### config.mk
export PLATFORM = sky130hd
export DESIGN_NAME = wide_alu_seq
export DESIGN_NICKNAME = d
export VERILOG_FILES = /design/src/rtl/wide_alu_seq.sv
export SDC_FILE = /design/constraint.sdc
export NUM_CORES = 1
export LEC_CHECK = 0
export CORE_ASPECT_RATIO = 0.9
export CORE_MARGIN = 2
export CORE_UTILIZATION = 50
export CTS_BUF_LIST = sky130_fd_sc_hd__clkbuf_8
export CTS_CLUSTER_SIZE = 25
export DETAILED_ROUTE_END_ITERATION = 16
export GPL_TIMING_DRIVEN = 0
export PLACE_DENSITY = 0.82
export RECOVER_POWER = 100
export SLEW_MARGIN = 20
export SYNTH_ARGS = -nofsm -noshare
export SYNTH_HDL_FRONTEND = slang
export SYNTH_SLANG_ARGS = --single-unit
export TNS_END_PERCENT = 1
### constraint.sdc
create_clock -name CLK -period 1.9 [get_ports CLK]
set_clock_uncertainty 0.05 [all_clocks]
set_input_delay 0.38 -clock CLK [delete_from_list [all_inputs] [get_ports CLK]]
set_output_delay 0.38 -clock CLK [all_outputs]
set_load 0.02 [all_outputs]
### src/rtl/wide_alu_seq.sv
// rtl/wide_alu_seq.sv - 16-bit AND/XOR/SHL/SHR/ADD sequencer built on an 8-bit combinational ALU
//
// Purpose: accepts a 16-bit operation and runs it as byte-wide steps on an
// external 8-bit ALU. Carry and shift bits are chained between the low and
// high bytes, and the 16-bit result is registered once the op has finished.
//
// Ports:
//   CLK          in   1   clock, all state on rising edge
//   RESET        in   1   synchronous active-high reset
//   START        in   1   request, accepted only when BUSY=0
//   OP           in   3   000 and, 001 xor, 010 shl, 011 shr, 100 add
//   A            in  16   operand A (value for shifts)
//   B            in  16   operand B (B[0] is the fill bit for shifts)
//   BUSY         out  1   ALU steps in progress
//   DONE         out  1   one-cycle pulse when RESULT/CARRY/ZF16 are valid
//   RESULT       out 16   registered result
//   CARRY        out  1   add carry-out or shifted-out bit
//   ZF16         out  1   RESULT == 0
//   ALU_OP       out  3   to ALU OP
//   ALU_R1       out  8   to ALU R1
//   ALU_R2       out  8   to ALU R2
//   ALU_OUT      in   8   from ALU OUT
//   ALU_OVERFLOW in   2   from ALU OVERFLOW (bit 0 = byte carry)
//   ALU_ZF       in   1   from ALU ZF (unused)

module wide_alu_seq (
  input  logic        CLK,
  input  logic        RESET,
  input  logic        START,
  input  logic [2:0]  OP,
  input  logic [15:0] A,
  input  logic [15:0] B,
  output logic        BUSY,
  output logic        DONE,
  output logic [15:0] RESULT,
  output logic        CARRY,
  output logic        ZF16,
  output logic [2:0]  ALU_OP,
  output logic [7:0]  ALU_R1,
  output logic [7:0]  ALU_R2,
  input  logic [7:0]  ALU_OUT,
  input  logic [1:0]  ALU_OVERFLOW,
  input  logic        ALU_ZF
);

  typedef enum logic [2:0] {IDLE, S_LO, S_HI, S_CI, FIN} state_t;

  localparam logic [2:0] OP_SHL = 3'b010;
  localparam logic [2:0] OP_SHR = 3'b011;
  localparam logic [2:0] OP_ADD = 3'b100;

  state_t      state_q, state_d;
  logic [2:0]  op_q;
  logic [15:0] a_q, b_q;
  logic [7:0]  lo_q;   // low result byte from S_LO
  logic [7:0]  hi_q;   // raw high-byte sum (ADD only), before carry-in
  logic        c0_q;   // low-byte carry, fed into the high byte in S_CI
  logic        c1_q;   // high-byte carry from S_HI
  logic        accept;

  logic unused_inputs;
  assign unused_inputs = ^{ALU_ZF, ALU_OVERFLOW[1]};

  assign accept = START && ((state_q == IDLE) || (state_q == FIN));
  assign BUSY   = (state_q == S_LO) || (state_q == S_HI) || (state_q == S_CI);
  assign DONE   = (state_q == FIN);

  always_comb begin
    state_d = state_q;
    case (state_q)
      IDLE:    if (accept) state_d = S_LO;
      S_LO:    state_d = S_HI;
      // ADD always takes the extra carry-in step so its latency is fixed.
      S_HI:    state_d = (op_q == OP_ADD) ? S_CI : FIN;
      S_CI:    state_d = FIN;
      FIN:     state_d = accept ? S_LO : IDLE;
      default: state_d = IDLE;
    endcase
  end

  // ALU operand steering; the ALU's shl/shr take the carried-in bit from R1.
  always_comb begin
    ALU_OP = 3'b000;
    ALU_R1 = 8'h00;
    ALU_R2 = 8'h00;
    if (BUSY) begin
      ALU_OP = op_q;
      case (op_q)
        OP_SHL: begin
          if (state_q == S_LO) begin
            ALU_R1 = {b_q[0], 7'b0};
            ALU_R2 = a_q[7:0];
          end else begin
            ALU_R1 = a_q[7:0];
            ALU_R2 = a_q[15:8];
          end
        end
        OP_SHR: begin
          if (state_q == S_LO) begin
            ALU_R1 = a_q[15:8];
            ALU_R2 = a_q[7:0];
          end else begin
            ALU_R1 = {7'b0, b_q[0]};
            ALU_R2 = a_q[15:8];
          end
        end
        default: begin
          if (state_q == S_LO) begin
            ALU_R1 = a_q[7:0];
            ALU_R2 = b_q[7:0];
          end else if (state_q == S_HI) begin
            ALU_R1 = a_q[15:8];
            ALU_R2 = b_q[15:8];
          end else begin
            ALU_R1 = hi_q;
            ALU_R2 = {7'b0, c0_q};
          end
        end
      endcase
    end
  end

  always_ff @(posedge CLK) begin
    if (RESET) begin
      state_q <= IDLE;
      op_q    <= 3'b000;
      a_q     <= 16'h0000;
      b_q     <= 16'h0000;
      lo_q    <= 8'h00;
      hi_q    <= 8'h00;
      c0_q    <= 1'b0;
      c1_q    <= 1'b0;
      RESULT  <= 16'h0000;
      CARRY   <= 1'b0;
      ZF16    <= 1'b0;
    end else begin
      state_q <= state_d;
      if (accept) begin
        op_q <= OP;
        a_q  <= A;
        b_q  <= B;
      end
      case (state_q)
        S_LO: begin
          lo_q <= ALU_OUT;
          c0_q <= ALU_OVERFLOW[0];
        end
        S_HI: begin
          if (op_q == OP_ADD) begin
            hi_q <= ALU_OUT;
            c1_q <= ALU_OVERFLOW[0];
          end else begin
            RESULT <= {ALU_OUT, lo_q};
            ZF16   <= ({ALU_OUT, lo_q} == 16'h0000);
            case (op_q)
              OP_SHL:  CARRY <= a_q[15];
              OP_SHR:  CARRY <= a_q[0];
              default: CARRY <= 1'b0;
            endcase
          end
        end
        S_CI: begin
          RESULT <= {ALU_OUT, lo_q};
          ZF16   <= ({ALU_OUT, lo_q} == 16'h0000);
          CARRY  <= c1_q | ALU_OVERFLOW[0];
        end
        default: ;
      endcase
    end
  end

endmodule

==> flow_results.org, run 1 <==
** Synth
- sky130_fd_sc_hd__dfxtp_1 takes more of the synthesized area than any other cell.
- Cells after Synth :: about 440
- Summing the areas of all and, or, nand and nor instances in the mapped netlist gives 28.67% of the synthesized area.
- The synthesized netlist occupies a cell area of about 0.0033 mm2.
- For this run, asynchronously set or reset flops after synthesis account for 0%.
- Fraction of post-synthesis cell area in the top cell type by area :: about 45%
- Post-synthesis adder-cell area fraction :: 0%
- Sequential cells were found to cover 44.54% of the synthesized design area.
- Netlist cell types :: 40
- The synthesized netlist devotes 20.58% of its cell area to compound gates.
- For this run, the leading register cell type out of synthesis is sky130_fd_sc_hd__dfxtp_1.
- Area contributors post-synth :: sky130_fd_sc_hd__dfxtp_1, sky130_fd_sc_hd__nand2_1, sky130_fd_sc_hd__a21oi_1
- The number of nets in the synthesized netlist is 486.
- Number of synthesized flops with an enable pin :: 0
- Post-Synth XOR/XNOR Area :: 0%
- In this run the mean area of a mapped cell was 7.610 um2.
- Combinational family with the most area after synthesis :: simple AND/OR/NAND/NOR gates
- The synthesized design contains 74 register bits.
- Yosys synthesis warning count :: 0
- Multiplexer share of the synthesized area :: 0.9406%

** Min path
- The tightest min-delay check is of the flop to flop type.
- The worst hold path begins at RESULT[2].
- Counting instances, the worst hold path has a depth of 2.

** Drt
- For this run, design rule violations remaining after detail routing come to 0.
- The first detailed-routing pass ran for 5 iterations.
- Overall routed net length :: about 11,000 um
- Met2 Wirelength :: 5456 um
- M1 WL :: 4368 um
- Top sig layer :: met4
- For this block, the via count after detailed routing is 3,766.
- Number of vias per cell :: 5.830
- DR WL/cell :: about 17 um
- The detailed router finished its first iteration with 370 violations.
- Residual antenna-violating net count after detailed routing :: 0
- Met3 Wirelength :: around 940 um

** Place
- The congestion estimate from routability-driven global placement came to 0.9179.
- Including well taps, the total number of placed cells is slightly above 600.
- In this run the tool buffered the top-level ports with 84 buffer cells.
- At the placement stage, the worst setup path has a slack of -807.2 ps.
- Detailed placement finished with a half-perimeter wire length of 7204 um.

** Finish
- Filler cell count in the final layout :: 491
- The number of antenna diodes in the final layout is 0.
- Total number of nets in the final design :: 600
- Once layout is complete, the cells apart from fillers number 646.
- Area of combinational cells with multiple inputs :: 0.001831 mm2
- Layout cell share with drive strength beyond 1 :: 20.32%
- Signed area change from the synthesized netlist to the final layout :: 47.33%
- Across the whole layout, storage elements account for 0.001495 mm2.

** Timing
- Timing would allow up to 435.1 MHz.
- The final critical path takes up 121.0% of the cycle.
- Max_slew headroom :: 57.40%
- Final number of hold-violating endpoints :: 0
- Actual transition at the worst max-transition pin :: around 640 ps
- Setup violations remaining at the end of the flow were counted as 30.
- After layout, the minimum clock period comes to 2298 ps.
- Setup repair after global routing could not meet its margin everywhere.
- Smallest setup slack after layout :: -398.4 ps
- Slew Viols, Final :: 0

** Clocking
- Clock-pin slew was measured on the worst setup and hold paths at 80 ps.
- Counting along the longest clock path gives a buffer depth of 2.
- Insertion delay to the later sink of the worst-skew pair :: 350 ps
- Total number of H-tree levels :: 3
- In this run the clock root is driven by a sky130_fd_sc_hd__clkbuf_8.
- Total of hold buffers inserted after clock tree synthesis :: 0
- Clock Sink Count :: 74
- Buffers inserted during clock tree synthesis total 9.
- TritonCTS built the clock tree.

** Critical path
- CP Launch Type :: flop
- Sort of element at the end of the critical path :: primary output
- For the worst setup path, the data required time is about 1500 ps.
- Arrival time at the worst endpoint :: between 1500 and 2000 ps
- In this run the worst setup path begins at state_q[1].
- Worst reg-to-reg path cell count :: 7
- The critical path is of the flop to primary output type.
- Critical-path maximum fanout :: 7
- In this run the critical register-to-register path is launched from state_q[2].

** GRT
- Entering global routing, the biggest net connects 14 pins.
- All-layer global routing usage :: between 20% and 30%
- The initial antenna violation count came to 0.
- The total overflow left after global routing is 0.
- Global-route wire length before repair :: 16,930 um
- The number of global-route vias before repair is 3,410.

** Floorplanning
- The initial utilization of the core area, before any placement, comes to 51.04%.
- Measured along the x axis, the die boundary spans 89.97 um.
- Measured along the y axis, the die boundary spans about 80 um.
- The floorplan step defined a die boundary enclosing around 0.0073 mm2.
- In this run the count of I/O pins placed on the die edge is 88.
- Core area :: 0.006516 mm2
- Std-Cell Rows :: 28

** Outcome
- Failing checks :: setup timing
- Run status :: complete, but fails checks

** Power
- In this run the static leakage power is 0.001783 uW.
- The worst-case IR drop observed on VDD is 0.4553 mV.
- Power spread over the standard cell area amounts to 718.1 mW/mm2.
- Power consumption :: between 3000 and 4000 uW

** Run
- Max-cap violations in this run came to 0.
[synthesized netlist by cell type, drive strengths merged (2+ instances only)]
master	n
a21oi	77
a221o	4
a22o	8
a311oi	2
a31oi	7
a32oi	2
and2	9
buf	19
clkbuf	15
dfxtp	74
mux2i	2
nand2	149
nand2b	3
nand3	26
nor2	3
nor2b	4
nor3	2
nor3b	2
nor4	4
o211ai	2
o21a	3
o21ai	4
o32a	2
[area by class of cell]
class	count	area share (%)
buffer	32	4.980
inverter	1	0.1277
sequential	74	30.52
clock buffer	9	2.528
multi-input combinational	329	37.36
tap	90	2.298
timing repair buffer	104	20.76
clock inverter	7	1.430
[worst max-delay path: stages (launching register included)]
cell and delay [ps]:
sky130_fd_sc_hd__dfxtp_4 380, sky130_fd_sc_hd__buf_4 140, sky130_fd_sc_hd__nor3b_4 190, sky130_fd_sc_hd__buf_4 150
sky130_fd_sc_hd__mux2i_1 190, sky130_fd_sc_hd__o21ai_0 120, sky130_fd_sc_hd__o21a_1 210, sky130_fd_sc_hd__buf_6 130
[flip-flops by register name, indices dropped and copies added, names as in the netlist]
register and count:
RESULT 16, a_q 16, b_q 16, hi_q 8, lo_q 8, op_q 3
state_q 3, CARRY 1, ZF16 1, c0_q 1, c1_q 1
[per-stage QoR]
stage	cell area (um2)	hold slack [ps]	util [%]	setup TNS [ps]
3_5_place_dp	4284	395.3	65.75	-13700
5_1_grt	4900	419.4	75.19	-8594
3_3_place_gp	4284	390.0	65.75	-13690
6_report	4900	399.7	75.19	-6476
4_1_cts	4818	395.7	73.94	-4955
2_1_floorplan	3331	381.3	-	-382.8
[path summary, 6_finish.rpt]
kind / end / slack (ps)
worst max-delay path: ALU_R1[7] / -400
worst min-delay path: RESULT[2] / 400
worst max register to register: hi_q[7] / -90
worst min register to register: RESULT[2] / 400
[cell families (layout without fill, tap and decap cells)]
group / count (synthesis) / count (layout)
simple gates: 210 / 211
compound gates: 115 / 115
flops: 74 / 74
buf+inv: 35 / 153
mux: 3 / 3
[layer usage]
metal | GRT usage [%] | up-vias
li1 | - | 1729
met1 | 36.74 | 1755
met2 | 50.76 | 244
met3 | 6.215 | 38
met4 | 12.92 | 0
met5 | 0 | -
[report_power, final]
part | internal (uW) | leakage (uW) | switching, uW
combinational | 304 | 0.00109 | 337
sequential | 1620 | 0.000606 | 65.8
clock | 600 | 0.0000873 | 594
[placed cells by master (no fill, tap or decap), types with 3 or more instances in the layout]
cell type                           n
sky130_fd_sc_hd__a21oi_1           74
sky130_fd_sc_hd__a221o_1            4
sky130_fd_sc_hd__a22o_1             8
sky130_fd_sc_hd__a31oi_1            4
sky130_fd_sc_hd__a31oi_2            3
sky130_fd_sc_hd__and2_1             8
sky130_fd_sc_hd__buf_2              3
sky130_fd_sc_hd__buf_4             28
sky130_fd_sc_hd__buf_6             10
sky130_fd_sc_hd__buf_8              5
sky130_fd_sc_hd__clkbuf_1          14
sky130_fd_sc_hd__clkbuf_2           4
sky130_fd_sc_hd__clkbuf_8          11
sky130_fd_sc_hd__clkdlybuf4s15_2    4
sky130_fd_sc_hd__clkdlybuf4s50_1   59
sky130_fd_sc_hd__clkinvlp_4         4
sky130_fd_sc_hd__dfxtp_1           69
sky130_fd_sc_hd__dfxtp_4            3
sky130_fd_sc_hd__dlygate4sd3_1      4
sky130_fd_sc_hd__nand2_1          146
sky130_fd_sc_hd__nand3_1           24
sky130_fd_sc_hd__nor4_1             4
sky130_fd_sc_hd__o21a_1             3
[timing repair]
action                                  in CTS  in global routing
gates cloned                                 3                  0
resized for setup                          167                 23
buffers inserted                            16                  2
pin swaps                                   13                 11
endpoints found under the setup margin      21                 31
No activity file was read; power rests on OpenSTA's default activity.
==> inputs of run 2 (changes only) <==
--- a/config.mk
+++ b/config.mk
@@ -5,14 +5,15 @@
 export SDC_FILE = /design/constraint.sdc
 export NUM_CORES = 1
 export LEC_CHECK = 0
+export ABC_AREA = 1
 export CORE_ASPECT_RATIO = 0.9
 export CORE_MARGIN = 2
-export CORE_UTILIZATION = 50
+export CORE_UTILIZATION = 51
 export CTS_BUF_LIST = sky130_fd_sc_hd__clkbuf_8
 export CTS_CLUSTER_SIZE = 25
 export DETAILED_ROUTE_END_ITERATION = 16
 export GPL_TIMING_DRIVEN = 0
-export PLACE_DENSITY = 0.82
+export PLACE_DENSITY = 0.83
 export RECOVER_POWER = 100
 export SLEW_MARGIN = 20
 export SYNTH_ARGS = -nofsm -noshare
==> flow_results.org, run 2 <==
** Finish
- The library cell used most frequently in the layout, excluding fill and tap cells, is sky130_fd_sc_hd__nand2_1.
- The fraction of layout cells with a size suffix above 1 was 19.02% (-1.3 points).
- Antenna fix cells :: 0 (unchanged)
- The largest registers in the layout are RESULT (16), a_q (16), b_q (16).
- In the layout the commonest cells are sky130_fd_sc_hd__nand2_1, sky130_fd_sc_hd__dfxtp_1, sky130_fd_sc_hd__clkdlybuf4s50_1.
- Signed area change from the synthesized netlist to the final layout :: 43.64%
- Total number of nets in the final design :: 675 (+13%)

** Floorplanning
- Top-level I/O count :: 88 (unchanged)
- Initial Utilization :: 52.56% (+1.5 points)
- Std-Cell Rows :: 28 (unchanged)
- Die Y-Extent :: 81.95 um (+0.71%)
- The floorplan core area was 0.006551 mm2 (+0.54%).
- Width of the die :: 90.61 um (+0.72%)
- Die outline area :: 0.007425 mm2 (+1.4%)

** Timing
- Setup repair after global routing could not meet its margin everywhere.
- Minimum clock period after layout :: 2185 ps (-113.8 ps)
- The final count of pins violating max slew came to 0 (unchanged).
- Final number of hold-violating endpoints :: 0 (unchanged)
- The worst hold slack across all endpoints was 414.0 ps (+14.26 ps).
- Final setup fails :: 20 (-33%)
- The total negative setup slack came to -4342 ps (+2135 ps).
- Actual transition at the worst max-transition pin :: 639.9 ps (+3.604 ps)
- Post-route clock period utilization :: 115.0% (-6.0 points)
- Maximum clock frequency :: 457.8 MHz (+5.2%)
- The final worst-path setup slack was -284.6 ps (+113.8 ps).
- The relative slew slack was 57.34% (-0.061 points).

** Drt
- Number of vias after detailed routing :: 4,010 (+6.5%)
- The final routed wire length divided by cell count came to 16.86 um (-1.9%).
- The final routed DRC violation total came to 0 (unchanged).
- The residual antenna-violating net count after detailed routing came to 0 (unchanged).
- The via density per instance came to 5.562 (-4.6%).
- Overall routed net length :: 12,150 um (+9.5%)
- Initial DRC Count :: 293 (-21%)
- The number of optimization iterations in the first detailed-route pass was 5 (unchanged).

** Synth
- The proportion of register bits with asynchronous set or reset after synthesis was 0% (unchanged).
- sky130_fd_sc_hd__nand2_1 is the most common cell in the netlist.
- Fraction of post-synthesis cell area in the top cell type by area :: 43.02% (-1.5 points)
- Dominant register cell in the synthesized netlist :: sky130_fd_sc_hd__dfxtp_1
- Yosys attributes the largest share of cell area to sky130_fd_sc_hd__dfxtp_1, sky130_fd_sc_hd__nand2_1, sky130_fd_sc_hd__a21oi_1.
- Avg Inst Size Synth :: 6.673 um2 (-12%)
- Sequential area share after synthesis :: 43.02% (-1.5 points)
- The number of warnings issued by yosys is 0 (unchanged).
- Netlist cell types :: 21 (-48%)
- The largest total area in the synthesized netlist belongs to sky130_fd_sc_hd__dfxtp_1.
- Number of synthesized flops with an enable pin :: 0 (unchanged)
- Leading cell types by count after synthesis :: sky130_fd_sc_hd__nand2_1, sky130_fd_sc_hd__dfxtp_1, sky130_fd_sc_hd__a21oi_1
- The post-synth net total came to 565 (+16%).
- Cell Area, Synth :: 0.003443 mm2 (+3.5%)
- The cell count after synthesis came to 516 (+18%).
- The number of storage elements in the synthesis netlist is 74 (unchanged).

** Critical path
- The worst setup path is launched from a flop.
- The peak fanout along the critical path is 10 (+3).
- Data required time of the critical path :: 1470 ps (about the same)
- STA classifies the critical path endpoint as a primary output.
- The data arrival time of the critical path was 1750 ps (-120 ps).
- The worst setup path is of the flop to primary output kind.

** Run
- The max-capacitance violation count came to 0 (unchanged).

** GRT
- The number of global-route vias before repair was 3,760 (+10%).
- The global-route total usage across every layer is 32.92% (+3.3 points).
- The initial antenna violation count was 0 (unchanged).
- The overall overflow remaining after global route was 0 (unchanged).
- The first-pass GRT wire length is 18,700 um (+10%).
- Pin count of the biggest net entering global routing :: 15 (+1)

** Clocking
- The number of buffers inserted by hold repair at cts was 0 (unchanged).
- The clock input transition at the sequential cells of the worst setup and hold paths was 80 ps (about the same).
- Total CTS buffers :: 9 (unchanged)
- Total number of H-tree levels :: 3 (unchanged)
- CTS root buf :: sky130_fd_sc_hd__clkbuf_8
- TritonCTS built the clock tree.
- The number of buffers on the longest clock path came to 2 (unchanged).
- The clock latency on the worst-skew pair came to 360 ps (about the same).
- The CTS sink count is 74 (unchanged).

** Power
- The maximum VDD drop came to 0.6334 mV (+39%).
- Total leakage power :: 0.001956 uW (+9.7%)
- Power per unit of standard cell area :: 745.2 mW/mm2 (+3.8%)

** Place
- The placer's final routability congestion estimate is 0.9386 (+2.3%).
- Post-detail-place hpwl :: 8272 um (+15%)
- The number of I/O port buffers is 84 (unchanged).

** Outcome
- Run status :: complete, but fails checks
- Failing checks :: setup timing

** Min path
- Kind of path behind the tightest hold check :: flop to flop
==> run 2: cell count changes after synthesis, sizes merged, moves of 8 or more <==
cell,previous run,this run
a211oi,1,19
a22o,8,0
and2,9,0
inv,1,27
nand2,149,177
nand3,26,45
nor2,3,59
==> run 2: worst max-delay path, stage by stage (launching register included) <==
cell                      delay, ps
sky130_fd_sc_hd__dfxtp_4        400
sky130_fd_sc_hd__inv_4           50
sky130_fd_sc_hd__nand3_4        110
sky130_fd_sc_hd__buf_6          150
sky130_fd_sc_hd__buf_8          140
sky130_fd_sc_hd__nand3_1        120
sky130_fd_sc_hd__a21oi_1        200
sky130_fd_sc_hd__nor2_1          70
sky130_fd_sc_hd__buf_4          160
==> run 2: repair_timing <==
item / CTS / global route
gates cloned: 3 / 0
gates resized for setup: 159 / 20
buffers inserted: 12 / 1
endpoints found under the hold margin: 0 / 0
pin swaps: 20 / 10
endpoints found under the setup margin: 21 / 21
==> run 2: report_power, final <==
part           switching (uW)  leakage [uW]  internal (uW)
Combinational             486       0.00127            359
Clock                     659     0.0000822            482
Sequential               69.1      0.000608           1630
Total                    1210       0.00196           2470
==> run 2: layout make-up <==
class / instances / area [um2]
Buffer: 30 / 203.9
Clock buffer: 9 / 123.9
Clock inverter: 7 / 53.80
Fill cell: 520 / 1605
Inverter: 29 / 123.9
Multi-Input combinational cell: 382 / 1877
Sequential cell: 74 / 1496
Tap cell: 90 / 112.6
Timing Repair Buffer: 100 / 954.7
==> run 2: logic make-up after synthesis <==
kind of cell           count (synthesis)  synth area share, %
AND/OR/NAND/NOR                      293                34.92
buffers and inverters                 60                7.740
AO/OA/AOI/OAI                         89                14.32
flip-flops                            74                43.02
==> run 2: routing by layer <==
layer  vias to the layer above  part of all wire, %  GRT usage (%)  wire (um)
met1                      1876                   42          41.75       5091
met5                         -                    0              0          0
met3                        26                  8.9          6.972       1085
met4                         0                  1.9          10.92        230
li1                       1897                    -              -          -
met2                       211                   47          56.64       5745
==> run 2: path summary, 6_finish.rpt <==
| kind | endpoint | cells after the start | slack [ps] | from |
|---|---|---|---|---|
| max | ALU_R1[0] | 8 | -280 | state_q[1] |
| min reg2reg | RESULT[5] | 2 | 410 | lo_q[5] |
| max reg2reg | a_q[1] | 6 | 140 | state_q[0] |
| min | RESULT[5] | 2 | 410 | lo_q[5] |
==> run 2: metrics by stage <==
| stage | total power (uW) | cells | util, % | cell area, um2 | setup WS, ps |
|---|---|---|---|---|---|
| finish | 3686 | 721 | 75.50 | 4946 | -284.6 |
| global route | 3809 | 721 | 75.50 | 4946 | -382.5 |
| CTS | 3624 | 721 | 74.56 | 4885 | -248.0 |
| detailed placement | 2420 | 690 | 67.11 | 4397 | -749.1 |
| global placement | 2406 | 690 | 67.11 | 4397 | -750.5 |
| floorplan | 2112 | 516 | - | 3443 | 84.18 |
==> inputs of run 3 (changes only) <==
--- a/config.mk
+++ b/config.mk
@@ -6,14 +6,15 @@
 export NUM_CORES = 1
 export LEC_CHECK = 0
 export ABC_AREA = 1
+export CAP_MARGIN = 20
 export CORE_ASPECT_RATIO = 0.9
 export CORE_MARGIN = 2
-export CORE_UTILIZATION = 51
+export CORE_UTILIZATION = 55
 export CTS_BUF_LIST = sky130_fd_sc_hd__clkbuf_8
-export CTS_CLUSTER_SIZE = 25
+export CTS_CLUSTER_SIZE = 30
 export DETAILED_ROUTE_END_ITERATION = 16
 export GPL_TIMING_DRIVEN = 0
-export PLACE_DENSITY = 0.83
+export PLACE_DENSITY = 0.88
 export RECOVER_POWER = 100
 export SLEW_MARGIN = 20
 export SYNTH_ARGS = -nofsm -noshare
==> constraint.sdc (replaced) <==
create_clock -name CLK -period 2.68 [get_ports CLK]
set_clock_uncertainty 0.05 [all_clocks]
set_input_delay 0.536 -clock CLK [delete_from_list [all_inputs] [get_ports CLK]]
set_output_delay 0.536 -clock CLK [all_outputs]
set_load 0.02 [all_outputs]
==> flow_results.org, run 3 (synthesis results as in run 2) <==
** Drt
- The residual antenna-violating net count after detailed routing is 0 (unchanged).
- Overall routed net length :: 10,760 um (-11%)
- Pre-Repair DR Iteration Count :: 5 (unchanged)
- The final routed DRC violation total came to 0 (unchanged).
- Initial DRC Count :: 321 (+9.6%)
- Number of vias per cell :: 5.597 (+0.64%)
- Number of vias after detailed routing :: 3,851 (-4.0%)
- The final routed wire length divided by cell count is 15.64 um (-7.2%).

** Critical path
- By instance count, the cell type seen most on the critical path is sky130_fd_sc_hd__nand2_1.
- Worst reg-to-reg path cell count :: 6 (unchanged)
- The buffers plus inverters on the worst setup path was 4 (unchanged).
- Cell with the biggest individual delay on the critical path :: sky130_fd_sc_hd__dfxtp_1
- The data arrival time of the critical path came to 2040 ps (+290 ps).
- Worst reg2reg setup slack :: 770 ps (+630 ps)
- Broken down by cell family, the worst path's largest delay share belongs to buffers and inverters.
- Data required time of the critical path :: 2090 ps (+620 ps)
- The startpoint identified for the worst register-to-register timing path is state_q[1].
- Critical Path, Cell by Cell :: inv_1 -> nand2_4 -> clkinv_2 -> buf_2 -> nand2_1 -> nand2_1 -> nor2_1 -> dlygate4sd2_1
- CP Launch Type :: flop
- Sort of element at the end of the critical path :: primary output
- The peak per-stage delay on the critical path is 380 ps (-20 ps).
- Worst Setup Path Type :: flop to primary output
- End of the worst register-to-register path :: a_q[13]
- Critical-path maximum fanout :: 10 (unchanged)

** Clocking
- The post-CTS setup buffer count was 0 (-12).
- Total number of H-tree levels :: 3 (unchanged)
- Buffers from clock root to sink, at most :: 2 (unchanged)
- The clock input transition at the sequential cells of the worst setup and hold paths came to 90 ps (about the same).
- TritonCTS built the clock tree.
- Insertion delay to the later sink of the worst-skew pair :: 350 ps (about the same)
- The number of buffers inserted by hold repair at cts came to 0 (unchanged).
- CTS root buf :: sky130_fd_sc_hd__clkbuf_8
- The number of buffers created by CTS was 9 (unchanged).
- Clock Sink Count :: 74 (unchanged)

** Min path
- For hold timing, the worst endpoint is RESULT[3].
- Min-delay src :: lo_q[3]
- The instance count along the most critical hold path came to 2 (unchanged).
- The worst hold path belongs to the class flop to flop.

** Place
- Routability congestion estimate from global placement :: 0.9378 (about the same)
- The number of I/O port buffers was 84 (unchanged).
- Minimum setup slack after placement :: -111.4 ps (+637.7 ps)
- The total placed cells including tap cells came to 672 (-2.6%).
- Post-detail-place hpwl :: 7889 um (-4.6%)

** GRT
- All-layer global routing usage :: 32.63% (-0.28 points)
- The overall overflow remaining after global route came to 0 (unchanged).
- The first-pass GRT wire length came to 17,330 um (-7.3%).
- Pin count of the biggest net entering global routing :: 15 (unchanged)
- Number of antenna violations at the first check in global routing :: 0 (unchanged)
- Number of global-route vias before repair :: 3,584 (-4.7%)

** Floorplanning
- The width of the chip is 87.41 um (-3.5%).
- Core area :: 0.006081 mm2 (-7.2%)
- The starting utilization of the core area was 56.63% (+4.1 points).
- The die extent in y was 79.07 um (-3.5%).
- The die area was 0.006911 mm2 (-6.9%).
- The number of placed I/O pins was 88 (unchanged).
- Std-Cell Rows :: 27 (-3.6%)

** Power
- Total leakage power :: 0.001857 uW (-5.0%)
- The fraction of power consumed by combinational cells is 19.5% (-3.4 points).
- The net switching fraction of the power is 31.65% (-1.3 points).
- The maximum VDD drop is 0.4420 mV (-30%).
- The sequential power share is 47.7% (+1.6 points).
- Net Switching :: 795.8 uW (-34%)
- The clock network power share was 32.8% (+1.8 points).
- The internal power component is 1718 uW (-30%).
- The power per standard cell area was 552.8 mW/mm2 (-26%).

** Finish
- The largest registers in the layout are RESULT (16), a_q (16), b_q (16).
- Most common cell after layout, fill and taps aside :: sky130_fd_sc_hd__nand2_1
- Most frequent cells in the layout :: sky130_fd_sc_hd__nand2_1, sky130_fd_sc_hd__dfxtp_1, sky130_fd_sc_hd__a21oi_1
- The total number of nets in the final design is 660 (-2.2%).
- The count of antenna diodes in the layout is 0 (unchanged).
- Filler cell count in the final layout :: 518 (-0.38%)
- Signed area change from the synthesized netlist to the final layout :: 32.09%
- Count of placed standard cells in the final layout, fillers left out :: 688 (-4.6%)
- The fraction of layout cells with a size suffix above 1 came to 8.929% (-10 points).

** Timing
- The total count of hold-check failures in the final report was 0 (unchanged).
- Final setup fails :: 0 (-100%)
- Minimum clock period after layout :: 2629 ps
- Post-route clock period utilization :: 98.11%
- The final worst-path setup slack is 50.72 ps (+335.3 ps).
- Max_slew headroom :: 56.57% (-0.77 points)
- Setup repair after global routing could not meet its margin everywhere.
- The final count of pins violating max slew came to 0 (unchanged).
- Actual transition at the worst max-transition pin :: 651.4 ps (+11.53 ps)
- Based on the critical path, the design can be clocked at up to approximately 380 MHz.

** Run
- Count of max-cap constraint violations :: 0 (unchanged)

** Outcome
- Run status :: finished, final reports clean
-- run 3: cell count changes in the layout (fill, tap and decap cells not counted), moves of 7 or more --
cell / previous run / this run
sky130_fd_sc_hd__a21oi_1: 58 / 69
sky130_fd_sc_hd__clkbuf_2: 0 / 7
sky130_fd_sc_hd__or2_4: 7 / 0
sky130_fd_sc_hd__a21oi_2: 10 / 1
sky130_fd_sc_hd__clkdlybuf4s50_1: 63 / 47
sky130_fd_sc_hd__buf_6: 12 / 2
sky130_fd_sc_hd__dlygate4sd3_1: 0 / 19
sky130_fd_sc_hd__buf_4: 28 / 5
-- run 3: per-stage QoR --
| stage | TNS, ps | util (%) | hold WS [ps] | area [um2] | total power (uW) |
|---|---|---|---|---|---|
| final | 0 | 74.79 | 413.9 | 4548 | 2514 |
| after CTS | 0 | 75.31 | 409.3 | 4579 | 2510 |
| after global placement | -505.4 | 71.93 | 396.9 | 4374 | 1698 |
| after global routing | -393.8 | 74.79 | 420.8 | 4548 | 2619 |
| after floorplan | 0 | - | 386.2 | 3443 | 1497 |
| after detailed placement | -558.8 | 71.93 | 399.3 | 4374 | 1708 |
-- run 3: repair_timing --
action	in CTS	in global routing
resized for setup	29	26
pin swaps	0	0
endpoints found under the setup margin	17	20
-- run 3: how the worst max path moves through the flow --
stage | from | to | depth (start not counted)
final | op_q[2] | ALU_R2[0] | 8
after global routing | op_q[2] | ALU_R2[0] | 8
after CTS | state_q[2] | ALU_R1[4] | 9
after detailed placement | op_q[2] | ALU_R1[4] | 8
after global placement | op_q[2] | ALU_R1[4] | 8
after floorplan | state_q[1] | ALU_R1[1] | 6
-- run 3: metal layers --
layer | up-vias | global-route usage (%) | wire length [um]
met2 | 198 | 50.83 | 5006
met1 | 1780 | 44.22 | 4574
met5 | - | 0 | 0
li1 | 1854 | - | -
met4 | 0 | 8.615 | 215
met3 | 19 | 9.667 | 966
-- run 3: tightest hold or removal path, stage by stage (launching register included) --
cell,delay [ps]
sky130_fd_sc_hd__dfxtp_1,320
sky130_fd_sc_hd__nand2_1,60
sky130_fd_sc_hd__a21oi_1,50
-- run 3: power groups by stage --
stage / registers, uW / logic [uW] / clock network, uW
3_3_place_gp: 1220 / 478 / 0
4_1_cts: 1200 / 487 / 825
3_5_place_dp: 1220 / 486 / 0
2_1_floorplan: 1210 / 282 / 0
6_report: 1200 / 489 / 825
5_1_grt: 1210 / 537 / 876
-- run 3: area by class of cell --
| class | count | area, um2 | area share (%) |
|---|---|---|---|
| clock buffer | 10 | 137.6 | 3.026 |
| sequential | 74 | 1483 | 32.60 |
| clock inverter | 6 | 48.80 | 1.073 |
| timing repair buffer | 84 | 795.8 | 17.50 |
| buffer | 31 | 158.9 | 3.494 |
| inverter | 29 | 110.1 | 2.421 |
| multi-input combinational | 382 | 1724 | 37.91 |
| tap | 72 | 90.09 | 1.981 |
